==> src/rtl/avalon_shell_pkg.sv <==
// avalon_shell_pkg
//   Shared types and constants for the Avalon-MM shell.
//   - cmd_t        : one buffered master command {addr, read, write, wdata},
//                    sized from the default shell widths (32-bit address,
//                    256-bit data).
//   - FIFO_DEPTH   : depth of the command skid buffer (2).
//   - STAT_*       : bit layout of the optional status word returned on
//                    slave address 1 when AVALON_SHELL_STATUS_EN is defined.
package avalon_shell_pkg;

    localparam int DEF_ADDR_W = 32;
    localparam int DEF_DATA_W = 256;

    localparam int FIFO_DEPTH = 2;

    // Status word: {err, 7'b0, rd_cnt[7:0], count[1:0]} in bits [17:0]
    localparam int STAT_CNT_LSB   = 0;
    localparam int STAT_CNT_W     = 2;
    localparam int STAT_RDCNT_LSB = 2;
    localparam int STAT_RDCNT_W   = 8;
    localparam int STAT_ERR_BIT   = 17;

    typedef struct packed {
        logic [DEF_ADDR_W-1:0] addr;
        logic                  read;
        logic                  write;
        logic [DEF_DATA_W-1:0] wdata;
    } cmd_t;

endpackage

==> src/rtl/avalon_cmd_skid.sv <==
// avalon_cmd_skid
//   Two-entry command FIFO whose stall output is registered. The stall rises
//   when the FIFO will hold two entries after this edge; the second entry is
//   the skid slot that absorbs a push made in the same cycle the stall rises.
//   Ports:
//     clk, reset     : clock, asynchronous active-low reset
//     push_i         : write push_data_i (ignored while full_o)
//     push_data_i    : entry to store
//     pop_i          : drop the head entry (ignored while empty)
//     head_o         : oldest entry (valid when count_o != 0)
//     count_o        : number of stored entries (0..2)
//     full_o         : registered stall, 1 in reset and when two entries held
module avalon_cmd_skid
    import avalon_shell_pkg::*;
#(
    parameter int WIDTH = 8
) (
    input  logic             clk,
    input  logic             reset,
    input  logic             push_i,
    input  logic [WIDTH-1:0] push_data_i,
    input  logic             pop_i,
    output logic [WIDTH-1:0] head_o,
    output logic [1:0]       count_o,
    output logic             full_o
);

    logic [WIDTH-1:0] mem_q [FIFO_DEPTH];
    logic             wr_ptr_q, wr_ptr_d;
    logic             rd_ptr_q, rd_ptr_d;
    logic [1:0]       count_q, count_d;
    logic             full_q;
    logic             push_ok, pop_ok;

    assign push_ok = push_i & ~full_q;
    assign pop_ok  = pop_i & (count_q != 2'd0);

    always_comb begin
        wr_ptr_d = wr_ptr_q;
        rd_ptr_d = rd_ptr_q;
        count_d  = count_q;
        if (push_ok) wr_ptr_d = ~wr_ptr_q;
        if (pop_ok)  rd_ptr_d = ~rd_ptr_q;
        case ({push_ok, pop_ok})
            2'b10:   count_d = count_q + 2'd1;
            2'b01:   count_d = count_q - 2'd1;
            default: count_d = count_q;
        endcase
    end

    always_ff @(posedge clk or negedge reset) begin
        if (!reset) begin
            wr_ptr_q <= 1'b0;
            rd_ptr_q <= 1'b0;
            count_q  <= 2'd0;
            full_q   <= 1'b1;
        end else begin
            wr_ptr_q <= wr_ptr_d;
            rd_ptr_q <= rd_ptr_d;
            count_q  <= count_d;
            full_q   <= (count_d == 2'(FIFO_DEPTH));
        end
    end

    // Payload storage carries no reset; count_q qualifies it.
    always_ff @(posedge clk) begin
        if (push_ok) mem_q[wr_ptr_q] <= push_data_i;
    end

    assign head_o  = mem_q[rd_ptr_q];
    assign count_o = count_q;
    assign full_o  = full_q;

endmodule

==> src/rtl/avalon_shell_pipe.sv <==
// avalon_shell_pipe
//   Avalon-MM shell between the Qsys interconnect and the user design.
//   Master path (design -> Qsys): 2-entry registered command buffer,
//   outstanding-read limiter (MAX_RD), registered read-return stage.
//   Slave path (Qsys -> design): combinational pass-through with data width
//   adaptation (truncate write data, zero-extend read data).
//   Optional macro AVALON_SHELL_STATUS_EN: slave address 1 returns a status
//   word {shell_err, 7'b0, rd_cnt, buffer count} and a write with bit 0 set
//   clears shell_err; that address is then never forwarded to the design.
//   Ports:
//     clk, reset               : clock, asynchronous active-low reset
//     avm_m0_*                 : master towards Qsys
//     avm_design_m0_*          : master from the design
//     avs_s0_*                 : slave from Qsys
//     avm_design_s0_*          : slave towards the design
//     shell_err                : sticky protocol error (read&write together,
//                                or a read return with nothing outstanding)
//   Handshake: a command transfers on an edge where read|write is high and
//   waitrequest is low; the requester holds its command until then.
module avalon_shell_pipe
    import avalon_shell_pkg::*;
#(
    parameter int ADDR_W    = 32,
    parameter int DATA_W    = 256,
    parameter int S_DATA_W  = 128,
    parameter int DS_DATA_W = 8,
    parameter int MAX_RD    = 8
) (
    input  logic                 clk,
    input  logic                 reset,
    input  logic                 avm_m0_waitrequest,
    output logic [ADDR_W-1:0]    avm_m0_address,
    output logic                 avm_m0_read,
    output logic                 avm_m0_write,
    input  logic                 avm_m0_readdatavalid,
    input  logic [DATA_W-1:0]    avm_m0_readdata,
    output logic [DATA_W-1:0]    avm_m0_writedata,
    output logic                 avm_design_m0_waitrequest,
    input  logic [ADDR_W-1:0]    avm_design_m0_address,
    input  logic                 avm_design_m0_read,
    input  logic                 avm_design_m0_write,
    output logic                 avm_design_m0_readdatavalid,
    output logic [DATA_W-1:0]    avm_design_m0_readdata,
    input  logic [DATA_W-1:0]    avm_design_m0_writedata,
    output logic                 avs_s0_waitrequest,
    input  logic                 avs_s0_address,
    input  logic                 avs_s0_read,
    input  logic                 avs_s0_write,
    output logic [S_DATA_W-1:0]  avs_s0_readdata,
    input  logic [S_DATA_W-1:0]  avs_s0_writedata,
    input  logic                 avm_design_s0_waitrequest,
    output logic                 avm_design_s0_address,
    output logic                 avm_design_s0_read,
    output logic                 avm_design_s0_write,
    input  logic [DS_DATA_W-1:0] avm_design_s0_readdata,
    output logic [DS_DATA_W-1:0] avm_design_s0_writedata,
    output logic                 shell_err
);

    localparam int CMD_W = ADDR_W + 2 + DATA_W;

    logic [CMD_W-1:0]  push_data, head;
    logic [1:0]        count;
    logic              full, push, pop;
    logic              head_valid, head_rd, head_wr, rd_blocked;
    logic [ADDR_W-1:0] head_addr;
    logic [DATA_W-1:0] head_wdata;
    logic              rd_inc, err_set;
    logic [7:0]        rd_cnt_q, rd_cnt_d;
    logic              err_q, err_d;
    logic              rvalid_q;
    logic [DATA_W-1:0] rdata_q;
    logic [S_DATA_W-1:0] ds_ext;

    // ---------------- master path: command buffer ----------------
    assign push = (avm_design_m0_read | avm_design_m0_write) & ~full;
    // read and write together is stored as a plain write
    assign push_data = {avm_design_m0_address,
                        avm_design_m0_read & ~avm_design_m0_write,
                        avm_design_m0_write,
                        avm_design_m0_writedata};

    avalon_cmd_skid #(.WIDTH(CMD_W)) u_skid (
        .clk         (clk),
        .reset       (reset),
        .push_i      (push),
        .push_data_i (push_data),
        .pop_i       (pop),
        .head_o      (head),
        .count_o     (count),
        .full_o      (full)
    );

    assign {head_addr, head_rd, head_wr, head_wdata} = head;
    assign head_valid = (count != 2'd0);
    // a read at the head blocks everything behind it while the limit is hit
    assign rd_blocked = head_rd & (rd_cnt_q == 8'(MAX_RD));

    assign avm_m0_read      = head_valid & head_rd & ~rd_blocked;
    assign avm_m0_write     = head_valid & head_wr;
    assign avm_m0_address   = head_addr;
    assign avm_m0_writedata = head_wdata;
    assign pop              = (avm_m0_read | avm_m0_write) & ~avm_m0_waitrequest;
    assign avm_design_m0_waitrequest = full;

    // ---------------- outstanding reads and error flag ----------------
    assign rd_inc  = avm_m0_read & ~avm_m0_waitrequest;
    assign err_set = (push & avm_design_m0_read & avm_design_m0_write)
                   | (avm_m0_readdatavalid & (rd_cnt_q == 8'd0));

    always_comb begin
        rd_cnt_d = rd_cnt_q;
        if (rd_inc && !avm_m0_readdatavalid)
            rd_cnt_d = rd_cnt_q + 8'd1;
        else if (!rd_inc && avm_m0_readdatavalid && (rd_cnt_q != 8'd0))
            rd_cnt_d = rd_cnt_q - 8'd1;
    end

`ifdef AVALON_SHELL_STATUS_EN
    logic                stat_hit, stat_clr;
    logic [S_DATA_W-1:0] stat_word;

    assign stat_hit = avs_s0_address;
    assign stat_clr = stat_hit & avs_s0_write & avs_s0_writedata[0];

    always_comb begin
        stat_word = '0;
        stat_word[STAT_ERR_BIT]                     = err_q;
        stat_word[STAT_RDCNT_LSB +: STAT_RDCNT_W]   = rd_cnt_q;
        stat_word[STAT_CNT_LSB +: STAT_CNT_W]       = count;
    end
`endif

    always_comb begin
        err_d = err_q | err_set;
`ifdef AVALON_SHELL_STATUS_EN
        // software clear wins over an error raised in the same cycle
        if (stat_clr) err_d = 1'b0;
`endif
    end

    // ---------------- registers ----------------
    always_ff @(posedge clk or negedge reset) begin
        if (!reset) begin
            rd_cnt_q <= 8'd0;
            err_q    <= 1'b0;
            rvalid_q <= 1'b0;
            rdata_q  <= '0;
        end else begin
            rd_cnt_q <= rd_cnt_d;
            err_q    <= err_d;
            rvalid_q <= avm_m0_readdatavalid;
            if (avm_m0_readdatavalid) rdata_q <= avm_m0_readdata;
        end
    end

    assign avm_design_m0_readdatavalid = rvalid_q;
    assign avm_design_m0_readdata      = rdata_q;
    assign shell_err                   = err_q;

    // ---------------- slave path ----------------
    always_comb begin
        ds_ext = '0;
        ds_ext[DS_DATA_W-1:0] = avm_design_s0_readdata;
    end

    assign avm_design_s0_address   = avs_s0_address;
    assign avm_design_s0_writedata = avs_s0_writedata[DS_DATA_W-1:0];

`ifdef AVALON_SHELL_STATUS_EN
    assign avm_design_s0_read  = avs_s0_read & ~stat_hit;
    assign avm_design_s0_write = avs_s0_write & ~stat_hit;
    assign avs_s0_waitrequest  = stat_hit ? 1'b0 : avm_design_s0_waitrequest;
    assign avs_s0_readdata     = stat_hit ? stat_word : ds_ext;
`else
    assign avm_design_s0_read  = avs_s0_read;
    assign avm_design_s0_write = avs_s0_write;
    assign avs_s0_waitrequest  = avm_design_s0_waitrequest;
    assign avs_s0_readdata     = ds_ext;
`endif

    // upper slave write-data bits have no destination on the design side
    if (S_DATA_W > DS_DATA_W) begin : g_unused
        logic unused_wdata;
        assign unused_wdata = ^avs_s0_writedata[S_DATA_W-1:DS_DATA_W];
    end

endmodule
==> config.mk <==
export PLATFORM = sky130hd
export DESIGN_NAME = avalon_shell_pipe
export DESIGN_NICKNAME = d
export VERILOG_FILES = /design/src/rtl/avalon_shell_pkg.sv /design/src/rtl/avalon_cmd_skid.sv /design/src/rtl/avalon_shell_pipe.sv
export SDC_FILE = /design/constraint.sdc
export NUM_CORES = 1
export LEC_CHECK = 0
export BUFFER_PORTS_ARGS = -buffer_cell sky130_fd_sc_hd__buf_2
export CAP_MARGIN = 20
export CORE_AREA = 2 2 532 534
export DETAILED_ROUTE_END_ITERATION = 6
export DIE_AREA = 0 0 534 536
export PLACE_DENSITY = 0.3
export SETUP_SLACK_MARGIN = 0.2
export SLEW_MARGIN = 20
export SYNTH_ARGS = -nofsm -noshare
export SYNTH_HDL_FRONTEND = slang
export SYNTH_SLANG_ARGS = --single-unit
==> constraint.sdc <==
create_clock -name clk -period 39.4 [get_ports clk]
set_input_delay 1.97 -clock clk [delete_from_list [all_inputs] [get_ports clk]]
set_output_delay 1.97 -clock clk [all_outputs]
set_load 0.005 [all_outputs]
Yosys cells after proc, flatten, opt, wreduce, memory -nomap -nowiden
Memories as Yosys holds them, arrays and structs flattened.
Index checks and enable logic that the tools add are counted.
- $add $sub $neg: 4
- equal/unequal tests: 4
- muxes and demuxes: 5
- bitwise gates (word level): 23
- reduce and logical (&&, ||, !) cells: 9
- operators by type and width (operator ; number):
    $mux 8 ; 2
    $and 1x1->1 ; 13
    $add 8x1->8 const B ; 1
    $eq 8x4->1 const B ; 1
    $logic_not 8->1 ; 1
    $reduce_bool 8->1 ; 1
    $sub 8x1->8 const B ; 1
    $not 1->1 ; 6
    $eq 2x2->1 const B ; 2
    $or 1x1->1 ; 4
    $pmux 2 s2 ; 1
    $reduce_bool 2->1 ; 2
    $logic_and 1x1->1 ; 3
    $add 2x1->2 const B ; 1
    $eq 2x1->1 const B ; 1
    $logic_not 1->1 ; 2
    $mux 1 ; 2
    $sub 2x1->2 const B ; 1
- register bits after elaboration: 271
- RAM bits: 580
- input port bits: 690
- output and inout port bits: 689
- logic and storage cells: 54
- memories kept: 1
- memories (memory ; depth ; width ; read ports ; clocked after Yosys merged registers in ; write ports ; RTL line ; text):
    u_skid.mem_q ; 2 ; 290 ; 1 ; 0 ; 1 ; avalon_cmd_skid.sv:28 ; logic [WIDTH-1:0] mem_q [FIFO_DEPTH];

Longest topological paths before layout
Gate-level depths: netlist of the first run.
- depth in word-level cells: 10
- depth in mapped cells: 9
- gate-level depth less buffers: 9

By module
A second synthesis of the first run with hierarchy kept.
- cell total of the unflattened synthesis: 1672
- area, all modules: 32545.0 um^2
- by module, submodules not included (module ; times used ; cells each ; area each (um^2) ; sequential area each (um^2)):
    avalon_cmd_skid ; 1 ; 923 ; 21344.2 ; 17543.1
    avalon_shell_pipe ; 1 ; 749 ; 11200.7 ; 6656.4

Worst setup path after synthesis of the first run
Ideal clock, no wire load.
- path kind: input to register
- start point: in avm_design_m0_write
- end point: mem u_skid.mem_q[0][0] in the netlist's numbering, enable pin
- data arrival time: 14.120 ns
- slack: 24.332 ns
- stages on the path: 2
- cells stage by stage: o21bai_1 nor2_1
- word-level cells in the longest chain between the ends: 5
- ends and longest elaborated chain (element ; RTL line ; text):
    from (decl) ; avalon_shell_pipe.sv:41 ; input logic avm_design_m0_write,
    $or 1x1->1 ; avalon_shell_pipe.sv:76 ; assign push = (avm_design_m0_read | avm_design_m0_write) & ~full;
    $and 1x1->1 ; avalon_shell_pipe.sv:76 ;
    $and 1x1->1 ; avalon_cmd_skid.sv:35 ; assign push_ok = push_i & ~full_q;
    $mux 1 ; avalon_cmd_skid.sv:67 ; if (push_ok) mem_q[wr_ptr_q] <= push_data_i;
    $mux 1 (not written as such) ; avalon_cmd_skid.sv:67 ;
    to (decl) ; avalon_cmd_skid.sv:28 ;
No other way between the ends.

Final worst setup path of the first run
- start point: reg u_skid.rd_ptr_q
- end point: out avm_m0_writedata[36]
- word-level cells in the longest chain between the ends: 1
- ends and longest elaborated chain (element ; RTL line ; text):
    from (decl) ; avalon_cmd_skid.sv:30 ; logic rd_ptr_q, rd_ptr_d;
    from (signal assigned) ; avalon_cmd_skid.sv:59 ; rd_ptr_q <= rd_ptr_d;
    $mem_v2 2x290 ; - ;
    to (decl) ; avalon_shell_pipe.sv:37 ; output logic [DATA_W-1:0] avm_m0_writedata,
No other way between the ends.

==> results of run 1 <==
## worst reg2reg max path: cells and delay by family (launching register included)
kind,cells,cell delay (ns)
buffers and inverters,4,2.81
flip-flops,1,0.37
AO/OA/AOI/OAI,1,0.29
AND/OR/NAND/NOR,1,0.17
## cell families after synthesis
| group | count (synthesis) | share of synthesized area (%) |
|---|---|---|
| AOI/OAI and AO/OA | 15 | 0.361 |
| xor gates and xnor gates | 12 | 0.326 |
| adders and majority gates | 8 | 0.333 |
| buffers and inverters | 205 | 4.19 |
| DFF | 851 | 75.0 |
| muxes | 553 | 19.4 |
| other | 1 | 0.0116 |
| and+or+nand+nor | 23 | 0.450 |
## cell usage in the layout, fill, tap and decap left out, types with 4 or more instances in the layout
master / Yosys / layout
sky130_fd_sc_hd__conb_1: 1 / 120
sky130_fd_sc_hd__clkbuf_8: 1 / 12
sky130_fd_sc_hd__edfxtp_1: 580 / 580
sky130_fd_sc_hd__nor2b_1: 4 / 4
sky130_fd_sc_hd__buf_2: 37 / 1096
sky130_fd_sc_hd__nor2_1: 7 / 5
sky130_fd_sc_hd__clkbuf_1: 18 / 31
sky130_fd_sc_hd__nand2_1: 5 / 5
sky130_fd_sc_hd__buf_4: 140 / 19
sky130_fd_sc_hd__a21oi_1: 5 / 5
sky130_fd_sc_hd__ha_1: 7 / 7
sky130_fd_sc_hd__xnor2_1: 5 / 5
sky130_fd_sc_hd__clkinv_1: 0 / 14
sky130_fd_sc_hd__dfrtp_1: 270 / 269
sky130_fd_sc_hd__inv_1: 4 / 4
sky130_fd_sc_hd__bufinv_16: 0 / 7
sky130_fd_sc_hd__xor2_1: 7 / 7
sky130_fd_sc_hd__mux2_4: 6 / 6
sky130_fd_sc_hd__clkbuf_16: 0 / 117
sky130_fd_sc_hd__diode_2: 0 / 26
sky130_fd_sc_hd__mux2_2: 544 / 544
sky130_fd_sc_hd__clkinv_2: 0 / 16
## worst paths after layout
kind | endpoint | start | depth (start not counted) | slack (ns)
setup / recovery | avm_m0_writedata[36] | u_skid.rd_ptr_q$_DFFE_PN0P_ | 4 | 33.29
hold / removal | rd_cnt_q[7]$_DFFE_PN0P_ | rd_cnt_q[7]$_DFFE_PN0P_ | 1 | 0.47
setup reg to reg | u_skid.mem_q[0][31]$_DFFE_PP_ | u_skid.full_o$_DFF_PN1_ | 6 | 35.32
hold reg to reg | rd_cnt_q[7]$_DFFE_PN0P_ | rd_cnt_q[7]$_DFFE_PN0P_ | 1 | 0.47
max in group asynchronous | u_skid.rd_ptr_q$_DFFE_PN0P_ | reset | 2 | 36.61
min in group asynchronous | avm_design_m0_readdata[29]$_DFFE_PN0P_ | reset | 1 | 1.20
## cell type report
class / count / area [sq um] / share of cell area (%)
Antenna cell: 26 / 65.1 / 0.143
Clock inverter: 51 / 507 / 1.11
Multi-Input combinational cell: 731 / 7190 / 15.8
Sequential cell: 851 / 24200 / 53.1
Inverter: 4 / 15.0 / 0.0330
Timing Repair Buffer: 1119 / 5700 / 12.5
Tap cell: 3743 / 4680 / 10.3
Clock buffer: 160 / 3210 / 7.04
## registers in the layout, indices dropped and copies added (netlist names)
register / cells
u_skid.count_o: 2
u_skid.full_o: 1
u_skid.wr_ptr_q: 1
shell_err: 1
avm_design_m0_readdata: 256
u_skid.mem_q: 580
u_skid.rd_ptr_q: 1
avm_design_m0_readdatavalid: 1
rd_cnt_q: 8
## routing by layer
layer / up-vias / wire length (um) / global-route usage (%)
met2: 1071 / 70500 / 16.4
met3: 406 / 17300 / 5.29
met5: - / 195 / 0.416
met1: 9449 / 47600 / 9.16
met4: 28 / 5760 / 3.70
li1: 8383 / - / -
## where the power goes
part | internal, mW | switching [mW]
registers | 1.21 | 0.0632
logic | 0.353 | 0.510
clock network | 0.614 | 0.428
total | 2.18 | 1.00
## metrics by stage
step                setup slack, ns  total power [mW]
floorplan                     24.33              1.80
global placement              33.35              2.21
detailed placement            33.36              2.21
CTS                           32.91              3.29
global route                  32.91              3.38
finish                        33.29              3.18
==> run summary, run 1 <==
STATUS
-----------------------------------------------------------------------------------------------
Outcome .......................................................................... finished, final reports clean

WORST SETUP PATH
-----------------------------------------------------------------------------------------------
Data required time of the worst path .............................................     37.43 ns
Max FO, Critical Path ............................................................           60
CP Launch Type ...................................................................         flop
Dominant cell type by count on the critical path ................................. sky130_fd_sc_hd__buf_4
Data arrival time of the critical path ...........................................      4.14 ns
Largest stage delay on the critical path .........................................      0.93 ns
Slowest-stage cell, CP ........................................................... sky130_fd_sc_hd__dfrtp_4
Cell chain of the critical path .................................................. buf_4 > buf_4 > mux2_2 > buf_2
Count of buffer and inverter cells on the critical path ..........................            3
Critical setup path kind ......................................................... flop to primary output
Kind of cell with the highest combined delay on the critical path ................ buffers and inverters
Critical Path End Type ........................................................... primary output

HOLD PATH
-----------------------------------------------------------------------------------------------
Min-Delay Path Class ............................................................. flop to flop

DRT
-----------------------------------------------------------------------------------------------
Number of DRC markers in iteration 0 .............................................          656
Routed vias ......................................................................        19300
Remaining design rule violation count ............................................            0
Detailed Route WL ................................................................    141000 um
Vias per inst ....................................................................         2.89
Count of nets left with antenna violations after detail routing ..................            0
Drt first pass iters .............................................................            4
WL/cell ..........................................................................      21.2 um

POWER
-----------------------------------------------------------------------------------------------
Power per standard cell area ..................................................... 69.8 nW/um^2
Leak pwr .........................................................................      17.7 nW
Worst voltage drop across the vdd grid ...........................................    0.0455 mV

GRT
-----------------------------------------------------------------------------------------------
Overflow left after global routing ...............................................            0
Number of global-route vias before repair ........................................        20100
Pin count of the biggest net entering global routing .............................          134
Antenna violations before repair .................................................          148
Global-route total usage across every layer ......................................        9.42%
Wire length of the first global-routing pass .....................................    184000 um

SYNTH
-----------------------------------------------------------------------------------------------
Leading cell type by number of instances after synthesis ......................... sky130_fd_sc_hd__edfxtp_1
Cell accounting for the most synthesized area .................................... sky130_fd_sc_hd__edfxtp_1
Share of synthesized area occupied by flip-flops and latches .....................        75.0%
Warnings from Yosys ..............................................................            0
Mapped Area ......................................................................  32300 sq um
Share of flip-flops with an asynchronous set or reset after synthesis ............        31.8%
List of most frequent post-synthesis cells ....................................... sky130_fd_sc_hd__edfxtp_1, sky130_fd_sc_hd__mux2_2, sky130_fd_sc_hd__dfrtp_1
Post-synth EDFFs .................................................................          580
Cells after Synth ................................................................         1668
Leading register cell type out of synthesis ...................................... sky130_fd_sc_hd__edfxtp_1
Top-area cell type share of the netlist area .....................................        54.0%
Synth cell types .................................................................           38
Post-synthesis sequential element count ..........................................          851
Dominant cells by area after synthesis ........................................... sky130_fd_sc_hd__edfxtp_1, sky130_fd_sc_hd__dfrtp_1, sky130_fd_sc_hd__mux2_2
Syn_area_per_cell ................................................................   19.3 sq um

TIMING
-----------------------------------------------------------------------------------------------
FMAX .............................................................................      164 MHz
Worst slew slack as a fraction of its limit ......................................        34.3%
Final-report max-slew violation count ............................................            0
Hold Vio Cnt, Final ..............................................................            0
Share of the cycle needed by the critical path after routing .....................        15.5%
Setup repair after global routing missed its margin ..............................        false
Final setup viols ................................................................            0
Layout Skew ......................................................................    0.0698 ns
Worst-Margin Slew ................................................................     0.986 ns
Clock period minus final worst setup slack .......................................      6.11 ns
Worst slack on hold paths ........................................................     0.472 ns
Final TNS setup ..................................................................         0 ns

CTS
-----------------------------------------------------------------------------------------------
Clk_lat worst skew ...............................................................      0.87 ns
Clock buffer count from CTS ......................................................          117
Hold_buf cts .....................................................................            0
Post-CTS resize count ............................................................            0
Clock input transition at the sequential cells of the worst setup and hold paths .      0.06 ns
Total setup buffers inserted after CTS ...........................................            0
Cell at the root of the clock tree ............................................... sky130_fd_sc_hd__clkbuf_16
CTS Buffer Depth .................................................................            4
Number of H-tree levels ..........................................................            3
TritonCTS clock tree .............................................................         done
Total clock sinks ................................................................          851

FLOORPLAN
-----------------------------------------------------------------------------------------------
Area of the core ................................................................. 281000 sq um
Die Y ............................................................................       536 um
Number of rows created at floorplan ..............................................          195
Effective utilization at floorplan ...............................................        11.5%
Top-level I/O count ..............................................................         1379
Die width ........................................................................       534 um
Die Area ......................................................................... 286000 sq um

PLACE
-----------------------------------------------------------------------------------------------
Post-DP HPWL .....................................................................    109000 um
# port buffers ...................................................................         1098
Placed Cells incl. Taps ..........................................................         6448
Placer Congestion ................................................................        0.724
Instance area at placement .......................................................  41800 sq um

LAYOUT
-----------------------------------------------------------------------------------------------
Final Cell Area ..................................................................  45600 sq um
Utilization after layout .........................................................        16.2%
Final std cells w/o fill .........................................................         6685
Area growth, synth to finish .....................................................        41.2%
Number of nets at the end of the flow ............................................         3522
Fraction of final layout cells sized beyond drive strength 1 .....................        63.3%
Number of filler instances in the final layout ...................................        31100

FLOW RUN
-----------------------------------------------------------------------------------------------
MaxCap Viol Count ................................................................            0

(Power assumes the default switching activity.)
==> run 2: changes to the inputs <==
--- a/config.mk
+++ b/config.mk
@@ -10,7 +10,7 @@
 export CORE_AREA = 2 2 532 534
 export DETAILED_ROUTE_END_ITERATION = 6
 export DIE_AREA = 0 0 534 536
-export PLACE_DENSITY = 0.3
+export PLACE_DENSITY = 0.31
 export SETUP_SLACK_MARGIN = 0.2
 export SLEW_MARGIN = 20
 export SYNTH_ARGS = -nofsm -noshare
==> constraint.sdc (replaced) <==
create_clock -name clk -period 5.45 [get_ports clk]
set_input_delay 0.2725 -clock clk [delete_from_list [all_inputs] [get_ports clk]]
set_output_delay 0.2725 -clock clk [all_outputs]
set_load 0.005 [all_outputs]
==> run 2 against run 1 <==
  * Clock skew shrank 0.012 ns
  * Final cell count up 7.8%
  * Critical path depth stayed put
  * Clock power rose to 6.8 times the previous value
  * Clock-buffer cell count decreased by 15
  * Register-to-register slack got worse by 33 ns
  * Flip-flop and latch count stayed put
  * Sequential power grew to 7.2 times the previous value
  * Setup slack lost 32 ns
  * Combinational power increased to 7.5 times the previous value
==> run summary, run 2 (same netlist as run 1, synthesis figures left out) <==
STATUS
-----------------------------------------------------------------------------------------------
Outcome .......................................................................... finished, final reports clean

TIMING
-----------------------------------------------------------------------------------------------
FMAX .............................................................................      255 MHz
Final-report max-slew violation count ............................................            0
Hold Vio Cnt, Final ..............................................................            0
Share of the cycle needed by the critical path after routing .....................        71.9%
Final TNS setup ..................................................................         0 ns
Final worst slack ................................................................      1.53 ns
Setup repair after global routing missed its margin ..............................        false
Clock period minus final worst setup slack .......................................      3.92 ns
Final setup viols ................................................................            0
Worst-Margin Slew ................................................................      1.10 ns
Layout Skew ......................................................................    0.0576 ns
Worst slack on hold paths ........................................................     0.189 ns
Worst slew slack as a fraction of its limit ......................................        26.4%

LAYOUT
-----------------------------------------------------------------------------------------------
Most common cell after layout, fill and taps aside ............................... sky130_fd_sc_hd__buf_2
Flip-flop count of the largest register after layout .............................          580
Final Cell Area ..................................................................  50900 sq um
Area growth, synth to finish .....................................................        57.6%
Fraction of final layout cells sized beyond drive strength 1 .....................        53.1%
Largest register by flop count ................................................... u_skid.mem_q
Commonest cells after routing, fill and taps aside ............................... sky130_fd_sc_hd__buf_2, sky130_fd_sc_hd__edfxtp_1, sky130_fd_sc_hd__dlygate4sd3_1
Number of nets at the end of the flow ............................................         4071
Number of filler instances in the final layout ...................................        30800

FLOORPLAN
-----------------------------------------------------------------------------------------------
Effective utilization at floorplan ...............................................        11.5%
Die width ........................................................................       534 um
Die Y ............................................................................       536 um
Top-level I/O count ..............................................................         1379
Area of the core ................................................................. 281000 sq um
Number of rows created at floorplan ..............................................          195
Die Area ......................................................................... 286000 sq um

GRT
-----------------------------------------------------------------------------------------------
Wire length of the first global-routing pass .....................................    181000 um
Number of global-route vias before repair ........................................        23000
Antenna violations before repair .................................................           18
Overflow left after global routing ...............................................            0
Global-route total usage across every layer ......................................        8.94%
Pin count of the biggest net entering global routing .............................          139

WORST SETUP PATH
-----------------------------------------------------------------------------------------------
Dominant cell type by count on the critical path ................................. sky130_fd_sc_hd__buf_4
CP Launch Type ...................................................................         flop
Critical setup path kind ......................................................... flop to primary output
Startpoint of the most critical register-to-register path ........................ u_skid.rd_ptr_q$_DFFE_PN0P_
Length in cells of the worst reg-to-reg path .....................................            9
Data arrival time of the critical path ...........................................      3.65 ns
Slowest-stage cell, CP ........................................................... sky130_fd_sc_hd__buf_4
Largest stage delay on the critical path .........................................      0.78 ns
Data required time of the worst path .............................................      5.18 ns
Critical Path End Type ........................................................... primary output
Max FO, Critical Path ............................................................           55
Timing startpoint of the critical path ........................................... u_skid.rd_ptr_q$_DFFE_PN0P_
Cell chain of the critical path .................................................. buf_4 > buf_4 > mux2_2 > buf_2

DRT
-----------------------------------------------------------------------------------------------
Detailed Route WL ................................................................    134000 um
WL/cell ..........................................................................      18.6 um
Routed vias ......................................................................        20900
Drt first pass iters .............................................................            4
Remaining design rule violation count ............................................            0
Count of nets left with antenna violations after detail routing ..................            0
Number of DRC markers in iteration 0 .............................................          655
Vias per inst ....................................................................         2.90

CTS
-----------------------------------------------------------------------------------------------
Clk_lat worst skew ...............................................................      0.81 ns
TritonCTS clock tree .............................................................         done
Number of H-tree levels ..........................................................            3
CTS Buffer Depth .................................................................            4
Clock buffer count from CTS ......................................................          111
Cell at the root of the clock tree ............................................... sky130_fd_sc_hd__clkbuf_16
Total clock sinks ................................................................          851
Total setup buffers inserted after CTS ...........................................            0
Clock input transition at the sequential cells of the worst setup and hold paths .      0.06 ns

HOLD PATH
-----------------------------------------------------------------------------------------------
Hold-critical path depth .........................................................            2
Min-Delay Path Class ............................................................. primary input to flop
Launch point of the worst hold path .............................................. avm_design_m0_writedata[32]

PLACE
-----------------------------------------------------------------------------------------------
Instance area at placement .......................................................  41900 sq um
Post-DP HPWL .....................................................................    101000 um
Placer Congestion ................................................................        0.756
# port buffers ...................................................................         1098
Worst setup slack before clock tree synthesis ....................................      2.27 ns

POWER
-----------------------------------------------------------------------------------------------
Total internal power .............................................................      15.7 mW
Switching share of power .........................................................        30.7%
Leak pwr .........................................................................      19.9 nW
Combinational Power Share ........................................................        28.5%
Switching power ..................................................................      6.98 mW
Power per standard cell area .....................................................  447 nW/um^2
Final Total Pwr ..................................................................      22.7 mW
Sequential cell fraction of total power ..........................................        40.4%
Worst voltage drop across the vdd grid ...........................................     0.318 mV
Clock Power Share ................................................................        31.1%

FLOW RUN
-----------------------------------------------------------------------------------------------
MaxCap Viol Count ................................................................            0

run 2: worst max-delay path: cells and delay by family, from the launching register on:
kind / cells / cell delay (ns)
buf+inv: 3 / 1.53
flops: 1 / 0.66
mux: 1 / 0.46
run 2: routing by layer:
metal	routed length, um	part of all wire [%]	track usage (%)	up-vias
met3	14000	10	4.22	225
met4	5340	4.0	3.50	4
met5	24	0.018	0	-
met1	47600	36	9.04	10300
li1	-	-	-	9445
met2	67100	50	15.8	956
run 2: power by group through the flow:
stage | clock network, mW | logic (mW) | registers, mW
2_1_floorplan | 0 | 3.10 | 9.39
3_3_place_gp | 0 | 6.43 | 9.27
3_5_place_dp | 0 | 6.38 | 9.31
4_1_cts | 7.44 | 6.77 | 9.20
5_1_grt | 7.63 | 7.06 | 9.34
6_report | 7.07 | 6.46 | 9.18
run 2: cell type report:
class	count	area, sq um	share of cell area, %
Antenna cell	7	17.5	0.0344
Multi-Input combinational cell	731	7200	14.2
Inverter	4	15.0	0.0295
Sequential cell	851	24200	47.6
Clock buffer	145	2990	5.87
Clock inverter	52	443	0.871
Timing Repair Buffer	1674	11300	22.2
Tap cell	3743	4680	9.21
run 2: per-stage QoR:
| step | util (%) | std cells |
|---|---|---|
| 2_1_floorplan | - | 1787 |
| 3_3_place_gp | 14.9 | 6452 |
| 3_5_place_dp | 14.9 | 6452 |
| 4_1_cts | 18.1 | 7200 |
| 5_1_grt | 18.1 | 7203 |
| 6_report | 18.1 | 7207 |
run 2: final timing paths:
kind	endpoint	slack (ns)
worst max-delay path	avm_m0_writedata[198]	1.53
worst min-delay path	u_skid.mem_q[0][32]$_DFFE_PP_	0.19
worst max register to register	rd_cnt_q[5]$_DFFE_PN0P_	2.57
worst min register to register	rd_cnt_q[7]$_DFFE_PN0P_	0.47
max in group asynchronous	avm_design_m0_readdata[138]$_DFFE_PN0P_	3.58
min in group asynchronous	avm_design_m0_readdata[88]$_DFFE_PN0P_	0.55
run 2: what timing repair did:
action / CTS / global route
hold buffers: 551 / 0
endpoints found under the hold margin: 958 / 0
gates resized for setup: 0 / 0
